==> src/rtl/rv32i_pkg.sv <==
// rv32i_pkg: shared constants for the RV32I writeback stage.
// Load funct3 codes, state encoding and the misalignment rule.
package rv32i_pkg;

    localparam logic [2:0] F3_LB  = 3'b000;
    localparam logic [2:0] F3_LH  = 3'b001;
    localparam logic [2:0] F3_LW  = 3'b010;
    localparam logic [2:0] F3_LBU = 3'b100;
    localparam logic [2:0] F3_LHU = 3'b101;

    typedef enum logic [1:0] {
        WB_IDLE  = 2'd0,
        WB_MEM   = 2'd1,
        WB_WRITE = 2'd2
    } wb_state_e;

`ifdef RV32_WB_MISALIGN_TRAP_EN
    function automatic logic is_misaligned(
        input logic [2:0] f3,
        input logic [1:0] lane
    );
        case (f3)
            F3_LB, F3_LBU: return 1'b0;
            F3_LH, F3_LHU: return lane[0];
            default:       return lane != 2'b00;
        endcase
    endfunction
`endif

endpackage

==> src/rtl/rv32i_writeback_unit_if.sv <==
// rv32i_writeback_unit_if: retire, memory-read and register-file
// signals of the writeback stage (misalign only with RV32_WB_MISALIGN_TRAP_EN).
interface rv32i_writeback_unit_if;

    logic        in_valid;
    logic        in_ready;
    logic        in_is_load;
    logic [2:0]  in_funct3;
    logic [4:0]  in_rd;
    logic [31:0] in_result;
    logic        mem_req;
    logic [31:0] mem_addr;
    logic        mem_ack;
    logic [31:0] mem_rdata;
    logic        rf_we;
    logic [4:0]  rf_rd;
    logic [31:0] rf_indata;
    logic        busy;
    logic        timeout;
`ifdef RV32_WB_MISALIGN_TRAP_EN
    logic        misalign;
`endif

    modport slave (
        input  in_valid, in_is_load, in_funct3, in_rd, in_result,
        input  mem_ack, mem_rdata,
        output in_ready, mem_req, mem_addr,
        output rf_we, rf_rd, rf_indata, busy, timeout
`ifdef RV32_WB_MISALIGN_TRAP_EN
        , output misalign
`endif
    );

    modport master (
        output in_valid, in_is_load, in_funct3, in_rd, in_result,
        output mem_ack, mem_rdata,
        input  in_ready, mem_req, mem_addr,
        input  rf_we, rf_rd, rf_indata, busy, timeout
`ifdef RV32_WB_MISALIGN_TRAP_EN
        , input misalign
`endif
    );

endinterface

==> src/rtl/rv32i_load_align.sv <==
// rv32i_load_align: picks the addressed byte/halfword/word out of a
// little-endian read word and sign- or zero-extends it.
module rv32i_load_align
    import rv32i_pkg::*;
(
    input  logic [31:0] word_i,
    input  logic [1:0]  lane_i,
    input  logic [2:0]  funct3_i,
    output logic [31:0] data_o
);

    logic [7:0]  byte_v;
    logic [15:0] half_v;

    // Lane select, then extend by width and signedness.
    always_comb begin
        unique case (lane_i)
            2'd0: byte_v = word_i[7:0];
            2'd1: byte_v = word_i[15:8];
            2'd2: byte_v = word_i[23:16];
            2'd3: byte_v = word_i[31:24];
        endcase
        half_v = lane_i[1] ? word_i[31:16] : word_i[15:0];
        case (funct3_i)
            F3_LB:   data_o = {{24{byte_v[7]}}, byte_v};
            F3_LBU:  data_o = {24'd0, byte_v};
            F3_LH:   data_o = {{16{half_v[15]}}, half_v};
            F3_LHU:  data_o = {16'd0, half_v};
            default: data_o = word_i;
        endcase
    end

endmodule

==> src/rtl/rv32i_writeback_unit.sv <==
// rv32i_writeback_unit: final RV32I stage, sole writer of the register file.
// Optional macro RV32_WB_MISALIGN_TRAP_EN traps misaligned loads.
module rv32i_writeback_unit
    import rv32i_pkg::*;
#(
    parameter int unsigned MEM_TIMEOUT = 0,
    parameter int unsigned TMO_W       = 8
) (
    input logic                   sys_clk,
    input logic                   sys_reset,
    rv32i_writeback_unit_if.slave wb
);

    localparam bit TMO_EN = (MEM_TIMEOUT != 0);
    localparam int unsigned TMO_LAST_I = TMO_EN ? MEM_TIMEOUT - 1 : 0;
    localparam logic [TMO_W-1:0] TMO_LAST = TMO_W'(TMO_LAST_I);

    wb_state_e         state_q;
    logic              mem_req_q;
    logic [31:0]       mem_addr_q;
    logic [1:0]        lane_q;
    logic [2:0]        f3_q;
    logic [4:0]        rd_q;
    logic              rf_we_q;
    logic [4:0]        rf_rd_q;
    logic [31:0]       rf_indata_q;
    logic              timeout_q;
    logic [TMO_W-1:0]  cnt_q;
    logic [31:0]       load_val;
    logic              xfer;
`ifdef RV32_WB_MISALIGN_TRAP_EN
    logic              misalign_q;
    logic              mis_in;

    assign mis_in = is_misaligned(wb.in_funct3, wb.in_result[1:0]);
`endif

    assign xfer = wb.in_valid && (state_q == WB_IDLE);

    rv32i_load_align u_align (
        .word_i   (wb.mem_rdata),
        .lane_i   (lane_q),
        .funct3_i (f3_q),
        .data_o   (load_val)
    );

    // Sequencer IDLE -> (MEM ->) WRITE -> IDLE with registered outputs.
    always_ff @(posedge sys_clk or posedge sys_reset) begin
        if (sys_reset) begin
            state_q     <= WB_IDLE;
            mem_req_q   <= 1'b0;
            mem_addr_q  <= '0;
            lane_q      <= '0;
            f3_q        <= '0;
            rd_q        <= '0;
            rf_we_q     <= 1'b0;
            rf_rd_q     <= '0;
            rf_indata_q <= '0;
            timeout_q   <= 1'b0;
            cnt_q       <= '0;
`ifdef RV32_WB_MISALIGN_TRAP_EN
            misalign_q  <= 1'b0;
`endif
        end else begin
            rf_we_q   <= 1'b0;
            timeout_q <= 1'b0;
`ifdef RV32_WB_MISALIGN_TRAP_EN
            misalign_q <= 1'b0;
`endif
            unique case (state_q)
                WB_IDLE: begin
                    if (xfer) begin
                        rd_q   <= wb.in_rd;
                        f3_q   <= wb.in_funct3;
                        lane_q <= wb.in_result[1:0];
                        cnt_q  <= '0;
                        if (!wb.in_is_load) begin
                            rf_rd_q     <= wb.in_rd;
                            rf_indata_q <= wb.in_result;
                            rf_we_q     <= wb.in_rd != 5'd0;
                            state_q     <= WB_WRITE;
                        end
`ifdef RV32_WB_MISALIGN_TRAP_EN
                        else if (mis_in) begin
                            misalign_q <= 1'b1;
                            state_q    <= WB_WRITE;
                        end
`endif
                        else begin
                            mem_req_q  <= 1'b1;
                            mem_addr_q <= {wb.in_result[31:2], 2'b00};
                            state_q    <= WB_MEM;
                        end
                    end
                end
                WB_MEM: begin
                    if (wb.mem_ack) begin
                        mem_req_q   <= 1'b0;
                        rf_rd_q     <= rd_q;
                        rf_indata_q <= load_val;
                        rf_we_q     <= rd_q != 5'd0;
                        state_q     <= WB_WRITE;
                    end else if (TMO_EN && cnt_q == TMO_LAST) begin
                        mem_req_q <= 1'b0;
                        timeout_q <= 1'b1;
                        cnt_q     <= '0;
                        state_q   <= WB_IDLE;
                    end else if (TMO_EN) begin
                        cnt_q <= cnt_q + 1'b1;
                    end
                end
                WB_WRITE: state_q <= WB_IDLE;
                default:  state_q <= WB_IDLE;
            endcase
        end
    end

    assign wb.in_ready  = (state_q == WB_IDLE);
    assign wb.busy      = (state_q != WB_IDLE);
    assign wb.mem_req   = mem_req_q;
    assign wb.mem_addr  = mem_addr_q;
    assign wb.rf_we     = rf_we_q;
    assign wb.rf_rd     = rf_rd_q;
    assign wb.rf_indata = rf_indata_q;
    assign wb.timeout   = timeout_q;
`ifdef RV32_WB_MISALIGN_TRAP_EN
    assign wb.misalign  = misalign_q;
`endif

endmodule

==> src/flat_wrapper.sv <==
// flat-port wrapper written by rule: the top's interface ports become plain ports
module rv32i_writeback_unit_flat import rv32i_pkg::*;
#(
    parameter int unsigned MEM_TIMEOUT = 0,
    parameter int unsigned TMO_W       = 8
)
  (sys_clk, sys_reset, wb_in_valid, wb_in_is_load, wb_in_funct3, wb_in_rd, wb_in_result, wb_mem_ack, wb_mem_rdata, wb_in_ready, wb_mem_req, wb_mem_addr, wb_rf_we, wb_rf_rd, wb_rf_indata, wb_busy, wb_timeout);
  rv32i_writeback_unit_if wb_i ();
  input logic sys_clk;
  input logic sys_reset;
  input wire logic [$bits(wb_i.in_valid)-1:0] wb_in_valid;
  input wire logic [$bits(wb_i.in_is_load)-1:0] wb_in_is_load;
  input wire logic [$bits(wb_i.in_funct3)-1:0] wb_in_funct3;
  input wire logic [$bits(wb_i.in_rd)-1:0] wb_in_rd;
  input wire logic [$bits(wb_i.in_result)-1:0] wb_in_result;
  input wire logic [$bits(wb_i.mem_ack)-1:0] wb_mem_ack;
  input wire logic [$bits(wb_i.mem_rdata)-1:0] wb_mem_rdata;
  output wire logic [$bits(wb_i.in_ready)-1:0] wb_in_ready;
  output wire logic [$bits(wb_i.mem_req)-1:0] wb_mem_req;
  output wire logic [$bits(wb_i.mem_addr)-1:0] wb_mem_addr;
  output wire logic [$bits(wb_i.rf_we)-1:0] wb_rf_we;
  output wire logic [$bits(wb_i.rf_rd)-1:0] wb_rf_rd;
  output wire logic [$bits(wb_i.rf_indata)-1:0] wb_rf_indata;
  output wire logic [$bits(wb_i.busy)-1:0] wb_busy;
  output wire logic [$bits(wb_i.timeout)-1:0] wb_timeout;
  assign wb_i.in_valid = wb_in_valid;
  assign wb_i.in_is_load = wb_in_is_load;
  assign wb_i.in_funct3 = wb_in_funct3;
  assign wb_i.in_rd = wb_in_rd;
  assign wb_i.in_result = wb_in_result;
  assign wb_i.mem_ack = wb_mem_ack;
  assign wb_i.mem_rdata = wb_mem_rdata;
  assign wb_in_ready = wb_i.in_ready;
  assign wb_mem_req = wb_i.mem_req;
  assign wb_mem_addr = wb_i.mem_addr;
  assign wb_rf_we = wb_i.rf_we;
  assign wb_rf_rd = wb_i.rf_rd;
  assign wb_rf_indata = wb_i.rf_indata;
  assign wb_busy = wb_i.busy;
  assign wb_timeout = wb_i.timeout;
  rv32i_writeback_unit #(.MEM_TIMEOUT(MEM_TIMEOUT), .TMO_W(TMO_W)) u_core (.sys_clk(sys_clk), .sys_reset(sys_reset), .wb(wb_i));
endmodule
==> config.mk <==
export PLATFORM = sky130hd
export DESIGN_NAME = rv32i_writeback_unit_flat
export DESIGN_NICKNAME = d
export VERILOG_FILES = /design/src/rtl/rv32i_pkg.sv /design/src/rtl/rv32i_writeback_unit_if.sv /design/src/rtl/rv32i_load_align.sv /design/src/rtl/rv32i_writeback_unit.sv /design/src/flat_wrapper.sv
export SDC_FILE = /design/constraint.sdc
export NUM_CORES = 1
export LEC_CHECK = 0
export BUFFER_PORTS_ARGS = -buffer_cell sky130_fd_sc_hd__buf_2
export CORE_UTILIZATION = 35
export DETAILED_ROUTE_END_ITERATION = 12
export HOLD_SLACK_MARGIN = 0.02
export SYNTH_ARGS = -nofsm -noshare
export SYNTH_HDL_FRONTEND = slang
export SYNTH_SLANG_ARGS = --single-unit
==> constraint.sdc <==
create_clock -name sys_clk -period 5.45 [get_ports sys_clk]
set_input_delay 0 -clock sys_clk [delete_from_list [all_inputs] [get_ports sys_clk]]
set_output_delay 0 -clock sys_clk [all_outputs]
set_load 0.005 [all_outputs]
== Word level (Yosys, flattened, before mapping) ==
Index checks and enable logic that the tools add are counted.

* Register bits after elaboration: 81
* Output and inout bits: 74
* Input bits: 77
* Logic and storage cells: 56

* Reduce and logical (&&, ||, !) cells: 13
* Equal/unequal tests: 11
* Mux-type cells: 23

{| class="wikitable"
|+ Operators by type and width
! kind !! count
|-
| $pmux W32 S4 || 1
|-
| $mux W32 || 3
|-
| $pmux W32 S2 || 1
|-
| $pmux W8 S4 || 1
|-
| $mux W16 || 1
|-
| $mux W5 || 3
|-
| $pmux W5 S2 || 1
|-
| $reduce_bool A5 Y1 || 2
|-
| $reduce_and A4 Y1 || 2
|-
| $eq A3 B3 Y1 const B || 2
|-
| $mux W1 || 6
|-
| $mux W2 || 3
|-
| $ne A2 B2 Y1 const B || 3
|-
| $eq A2 B1 Y1 const B || 2
|-
| $eq A2 B2 Y1 const B || 2
|-
| $logic_not A2 Y1 || 2
|-
| $pmux W1 S2 || 2
|-
| $pmux W2 S2 || 1
|-
| $reduce_and A2 Y1 || 2
|-
| $reduce_bool A2 Y1 || 2
|-
| $eq A3 B1 Y1 const B || 1
|-
| $logic_not A3 Y1 || 1
|-
| $reduce_and A3 Y1 || 1
|-
| $ne A2 B1 Y1 const B || 1
|-
| $logic_and A1 B1 Y1 || 1
|}

== Depth between registers and ports, before layout ==
* Depth in word-level cells: 5
* Depth in mapped cells: 6
* Mapped depth without buffers: 5

== Cells and area by module ==
A second synthesis with hierarchy kept.

* Cells, all modules: 342
* Area total of the unflattened synthesis: 4204.0 um^2

{| class="wikitable"
|+ By module, submodules not included
! module !! times used !! area an instance (um^2) !! seq. area each (um^2) !! cells an instance
|-
| rv32i_writeback_unit || 1 || 3535.9 || 2026.9 || 231
|-
| rv32i_load_align || 1 || 668.1 || 0.0 || 111
|}

== Worst setup path after synthesis ==
Ideal clock, no wire load.

* Path kind: reg-to-reg
* Start: register u_core.lane_q[1]
* End: register u_core.rf_indata_q[8], in the netlist u_core.wb.rf_indata[8]
* Setup time: 0.135 ns
* Path buffers: 1
* Clock period less this slack: 1.586 ns
* Data arrival time: 1.451 ns
* Path slack: 3.864 ns
* Cell stages (with the launch flop): 6
* Required time: 5.315 ns
* Cell sequence: dfrtp_1 > buf_2 > mux4_2 > a21o_2 > a21oi_1 > o311ai_1

* Word-level cells in the longest chain between the ends: 5
* Elaborated cells between the ends (all ways): 9
* Those cells by class: 3 x eq/ne; 5 x mux; 1 x reduce/logical

{| class="wikitable"
|+ Ends and longest elaborated chain
! item !! line !! RTL
|-
| start: declaration || rv32i_writeback_unit.sv:21 || <nowiki>logic [1:0] lane_q;</nowiki>
|-
| start signal: assignment || rv32i_writeback_unit.sv:75 || <nowiki>lane_q <= wb.in_result[1:0];</nowiki>
|-
| $eq A2 B2 Y1, or another cell as far along || rv32i_load_align.sv:17 || <nowiki>unique case (lane_i)</nowiki>
|-
| $pmux W8 S4 || rv32i_load_align.sv:17 ||
|-
| $pmux W32 S4 * || rv32i_load_align.sv:24 || <nowiki>case (funct3_i)</nowiki>
|-
| $mux W32 * || rv32i_writeback_unit.sv:97 || <nowiki>if (wb.mem_ack) begin</nowiki>
|-
| $pmux W32 S2 * || rv32i_writeback_unit.sv:70 || <nowiki>unique case (state_q)</nowiki>
|-
| end signal: assignment || rv32i_writeback_unit.sv:79 || <nowiki>rf_indata_q <= wb.in_result;</nowiki>
|-
| end signal: assignment || rv32i_writeback_unit.sv:100 || <nowiki>rf_indata_q <= load_val;</nowiki>
|-
| end: declaration || rv32i_writeback_unit.sv:26 || <nowiki>logic [31:0] rf_indata_q;</nowiki>
|}

Every way passes the cells marked *; elsewhere a longest branch is shown, timed or not. The select of a mux whose other input is x is not followed.
A chain may end at the register's enable or synchronous reset.

== Worst setup path in the final report ==
* Start: register u_core.state_q[0]
* End: register u_core.rf_we_q, in the netlist u_core.wb.rf_we

* Word-level cells in the longest chain between the ends: 4
* Elaborated cells between the ends (all ways): 5
* Those cells by class: 1 x eq/ne; 2 x mux; 2 x reduce/logical

{| class="wikitable"
|+ Ends and longest elaborated chain
! item !! line !! RTL
|-
| start: declaration || rv32i_writeback_unit.sv:18 || <nowiki>wb_state_e state_q;</nowiki>
|-
| start signal: assignment || rv32i_writeback_unit.sv:50 || <nowiki>state_q <= WB_IDLE;</nowiki>
|-
| start signal: assignment || rv32i_writeback_unit.sv:81 || <nowiki>state_q <= WB_WRITE;</nowiki>
|-
| start signal: assignment || rv32i_writeback_unit.sv:92 || <nowiki>state_q <= WB_MEM;</nowiki>
|-
| $logic_not A2 Y1 || rv32i_writeback_unit.sv:38, rv32i_writeback_unit.sv:70 ||
|-
| $logic_and A1 B1 Y1 || rv32i_writeback_unit.sv:38 || <nowiki>assign xfer = wb.in_valid && (state_q == WB_IDLE);</nowiki>
|-
| $mux W1 || rv32i_writeback_unit.sv:72 || <nowiki>if (xfer) begin</nowiki>
|-
| $pmux W1 S2 * || rv32i_writeback_unit.sv:70 ||
|-
| end signal: assignment || rv32i_writeback_unit.sv:56 || <nowiki>rf_we_q <= 1'b0;</nowiki>
|-
| end signal: assignment || rv32i_writeback_unit.sv:65 || <nowiki>rf_we_q <= 1'b0;</nowiki>
|-
| end signal: assignment || rv32i_writeback_unit.sv:80 || <nowiki>rf_we_q <= wb.in_rd != 5'd0;</nowiki>
|-
| end: declaration || rv32i_writeback_unit.sv:24 || <nowiki>logic rf_we_q;</nowiki>
|}

Every way passes the cells marked *; elsewhere a longest branch is shown, timed or not.

==> key figures <==
Global routing
  – Grt total ovfl: 0
  – Wire length of the first global-routing pass: 18.8 mm
  – Maximum number of pins on one net before global-route repair: 82
  – Vias in the first global route: 3,632
  – Overall global routing resource usage: 21.3%
  – Initial antenna violation count: 0

Floorplan
  – Cell Rows: 39
  – Boundary pin count: 151
  – Width of the die: 110 um
  – Core Footprint: 11,400 sq um
  – Starting utilization of the core area: 35.8%
  – Die boundary height: 110 um
  – Die area: 12,100 sq um

Synthesis
  – Number of instances in the synthesized netlist: 385
  – Unique masters post-synth: 48
  – Sequential-to-total area share from yosys stat: 49.8%
  – Area share of the largest cell type after synthesis: 49.8%
  – Largest cells by area after synthesis: sky130_fd_sc_hd__dfrtp_1 (50%), sky130_fd_sc_hd__mux2_1 (8.0%), sky130_fd_sc_hd__a21oi_1 (4.1%)
  – Mean post-synth cell area: 10.6 sq um
  – Top cell type by total area after synthesis: sky130_fd_sc_hd__dfrtp_1
  – Total standard cell area after synthesis: 4070 sq um
  – Yosys warning total: 0
  – Flops & latches, synth: 81

STA
  – Share of the clock period used by the worst path after layout: 56.6%
  – Final Setup Violations: 0
  – Final setup TNS: 0 ns
  – Post-Route Skew: 0.00571 ns
  – Transition time of the tightest slew-check pin: 1.15 ns
  – Shortest period the worst path allows: 3.08 ns
  – Final Hold Vio Count: 13
  – Smallest hold slack: -0.0109 ns
  – Fin. max-slew vios: 0
  – Max-slew headroom at the worst pin: 23.4%
  – RSZ-0062 raised after global routing: no
  – Maximum clock frequency: 324 MHz

Place
  – Total of buffers placed on input and output ports: 147
  – Routability-driven placement congestion ratio: 0.826
  – Half-perimeter wire length of the detailed placement result: 8.63 mm
  – Dpl cells: 649

Pwr
  – Power Total: 2.44 mW
  – Peak VDD IR: 214 uV
  – Net switching power figure: 0.777 mW
  – Leakage power: 2.56 nW
  – Sequential Power Share: 40.5%
  – Power Density: 430 nW/um^2
  – Switching power share of the total: 31.9%
  – Power share of the clock group: 27.1%
  – Combinational Power Share: 32.4%
  – Cell internal pwr: 1.66 mW

Routing
  – Antenna violation net count after detailed routing: 0
  – Vias per inst: 5.10
  – Routed wire length per instance: 17.1 um
  – Number of DRC violations after detailed-routing iteration 0: 144
  – DRC viols: 0
  – DR vias: 3,660
  – Wire length after detailed routing: 12.3 mm
  – Detailed-router iteration count before antenna repair: 4

Run status
  – Failing checks: hold timing
  – Result of the run: finished, violations left

Worst setup path
  – Cells along the critical path: nor2b_2 > nand2_1 > o32ai_1 > dlygate4sd3_1
  – Crit path max-delay cell type: sky130_fd_sc_hd__nor2b_2
  – Type of element capturing the critical path: register
  – Slowest cell delay on critical path: 0.91 ns
  – Worst r2r path cells: 4
  – Worst endpoint required time: 5.72 ns
  – Path length in cells of the critical path: 4
  – Crit path buf inv count: 1
  – CP top delay family: simple AND/OR/NAND/NOR gates
  – WP data arrival: 3.36 ns
  – Top fanout value on the critical path: 27
  – Startpoint-to-endpoint class of the critical path: reg2reg
  – Startpoint class of the critical path: register

Layout
  – Share of layout cells above drive strength 1: 34.6%
  – Number of fillers in the final layout: 1,075
  – Total number of nets in the final design: 645
  – Layout Area Growth over Synthesis: 39.3%
  – Multi-input gate area in the final layout: 1820 sq um
  – Post-route non-filler standard cell count: 717
  – Area used by sequential logic in the layout: 2030 sq um

Clocking
  – CTS clock-pin slew for the worst setup and hold paths: 0.06 ns
  – Hold-fix buffers, CTS: 51
  – Maximum root-to-sink buffer count: 2
  – Insertion delay to the later sink of the worst-skew pair: 0.34 ns
  – CTS sink count: 81
  – Post CTS Setup Buffer Count: 0
  – CTS H-Tree Depth: 3
  – Number of CTS-inserted buffers: 9
  – TritonCTS clock tree: done
  – # resized after CTS: 0
  – Clock root buffer master: sky130_fd_sc_hd__clkbuf_16

Run
  – Max Cap Viol: 0

Hold path
  – Hold WC Path Type: in2async
-- area by class of cell --
class	instances	share of cell area [%]
sequential	81	35.8
multi-input combinational	264	32.2
timing repair buffer	201	22.4
clock buffer	14	4.66
tap	143	3.16
clock inverter	2	1.06
inverter	11	0.772
antenna	1	0.0441
-- layout by cell type (no fill, tap or decap), types with 6 or more instances in the layout --
| cell | n |
|---|---|
| sky130_fd_sc_hd__mux2_2 | 12 |
| sky130_fd_sc_hd__nor3_1 | 16 |
| sky130_fd_sc_hd__a31oi_1 | 6 |
| sky130_fd_sc_hd__nor2_1 | 41 |
| sky130_fd_sc_hd__buf_2 | 147 |
| sky130_fd_sc_hd__nor2b_1 | 16 |
| sky130_fd_sc_hd__o311ai_1 | 8 |
| sky130_fd_sc_hd__dlygate4sd3_1 | 51 |
| sky130_fd_sc_hd__mux2_1 | 29 |
| sky130_fd_sc_hd__nand3_1 | 8 |
| sky130_fd_sc_hd__dfrtp_1 | 81 |
| sky130_fd_sc_hd__mux2i_1 | 7 |
| sky130_fd_sc_hd__a21oi_1 | 33 |
| sky130_fd_sc_hd__clkbuf_16 | 9 |
| sky130_fd_sc_hd__inv_1 | 9 |
| sky130_fd_sc_hd__nand2_1 | 25 |
| sky130_fd_sc_hd__o21ai_0 | 7 |
| sky130_fd_sc_hd__a211oi_2 | 13 |
-- Yosys cell counts (all sizes together) --
cell type and count:
and2 1, dfrtp 81, a211oi 16, nor2b 17, nor3 16, mux4 1, a31oi 6, inv 10
mux2 41, a2bb2oi 2, o21ai 10, o311ai 9, o32ai 1, and3 1, a21oi 33, or3b 2
nand2b 3, a2111oi 1, or4 2, clkinv 1, nand3b 1, clkbuf 12, conb 1, nor3b 2
mux2i 8, o211ai 3, o22ai 1, a221oi 3, o32a 1, or3 1, buf 19, a21o 3
nand2 25, nand3 8, nor2 41, a32oi 2
-- sequential cells by signal, summed over array words and instances, names as in the netlist --
register and cells:
u_core.wb.rf_we 1, u_core.wb.rf_indata 32, u_core.wb.rf_rd 5, u_core.lane_q 2, u_core.state_q 2, u_core.f3_q 3, u_core.wb.mem_req 1, u_core.rd_q 5
u_core.wb.mem_addr 30
-- cells by family (layout without fill, tap and decap cells) --
kind of cell	count (synthesis)	count (layout)	share of synthesized area, %
AO/OA/AOI/OAI	91	91	16.4
buffers and inverters	42	228	5.63
flip-flops	81	81	49.8
multiplexers	50	50	14.0
other	1	4	0.0921
AND/OR/NAND/NOR	120	120	14.1
-- final timing paths --
check                                            start                      end  slack (ns)
worst max-delay path                 u_core.state_q[0]          u_core.wb.rf_we        2.37
worst min-delay path                         sys_reset       u_core.wb.rf_rd[0]       -0.01
worst max register to register       u_core.state_q[0]          u_core.wb.rf_we        2.37
worst min register to register  u_core.wb.mem_addr[14]   u_core.wb.mem_addr[14]        0.48
max in group asynchronous                    sys_reset   u_core.wb.mem_addr[10]        4.81
min in group sys_clk                  wb_mem_rdata[15]  u_core.wb.rf_indata[15]        0.03
-- worst register-to-register path, cell delays in order, from the launching register on --
cell,delay (ns)
sky130_fd_sc_hd__dfrtp_1,0.42
sky130_fd_sc_hd__nor2b_2,0.91
sky130_fd_sc_hd__nand2_1,0.82
sky130_fd_sc_hd__o32ai_1,0.29
sky130_fd_sc_hd__dlygate4sd3_1,0.58
-- through the flow --
stage / util [%] / hold WS [ns] / area [sq um] / worst slack (ns)
after floorplan: - / 0.113 / 4080 / 3.37
after global placement: 42.5 / 0.230 / 4830 / 2.81
after detailed placement: 42.5 / 0.239 / 4830 / 2.65
after CTS: 49.8 / 0.0224 / 5670 / 2.39
after global routing: 49.8 / 0.0331 / 5670 / 2.15
final: 49.9 / -0.0109 / 5670 / 2.37
-- metal layers --
layer	wire [um]	track usage, %	up-vias
li1	-	-	1741
met3	793	6.05	12
met2	5870	34.7	121
met5	0	0	-
met4	153	6.57	0
met1	5460	27.1	1786
-- power by group through the flow --
stage	clock [mW]	sequential, mW	combinational [mW]
after floorplan	0	0.962	0.464
after global placement	0	0.987	0.753
after detailed placement	0	0.993	0.771
after CTS	0.680	0.989	0.801
after global routing	0.703	1.02	0.886
final	0.660	0.988	0.789
Power figures use the tool's default switching activity.
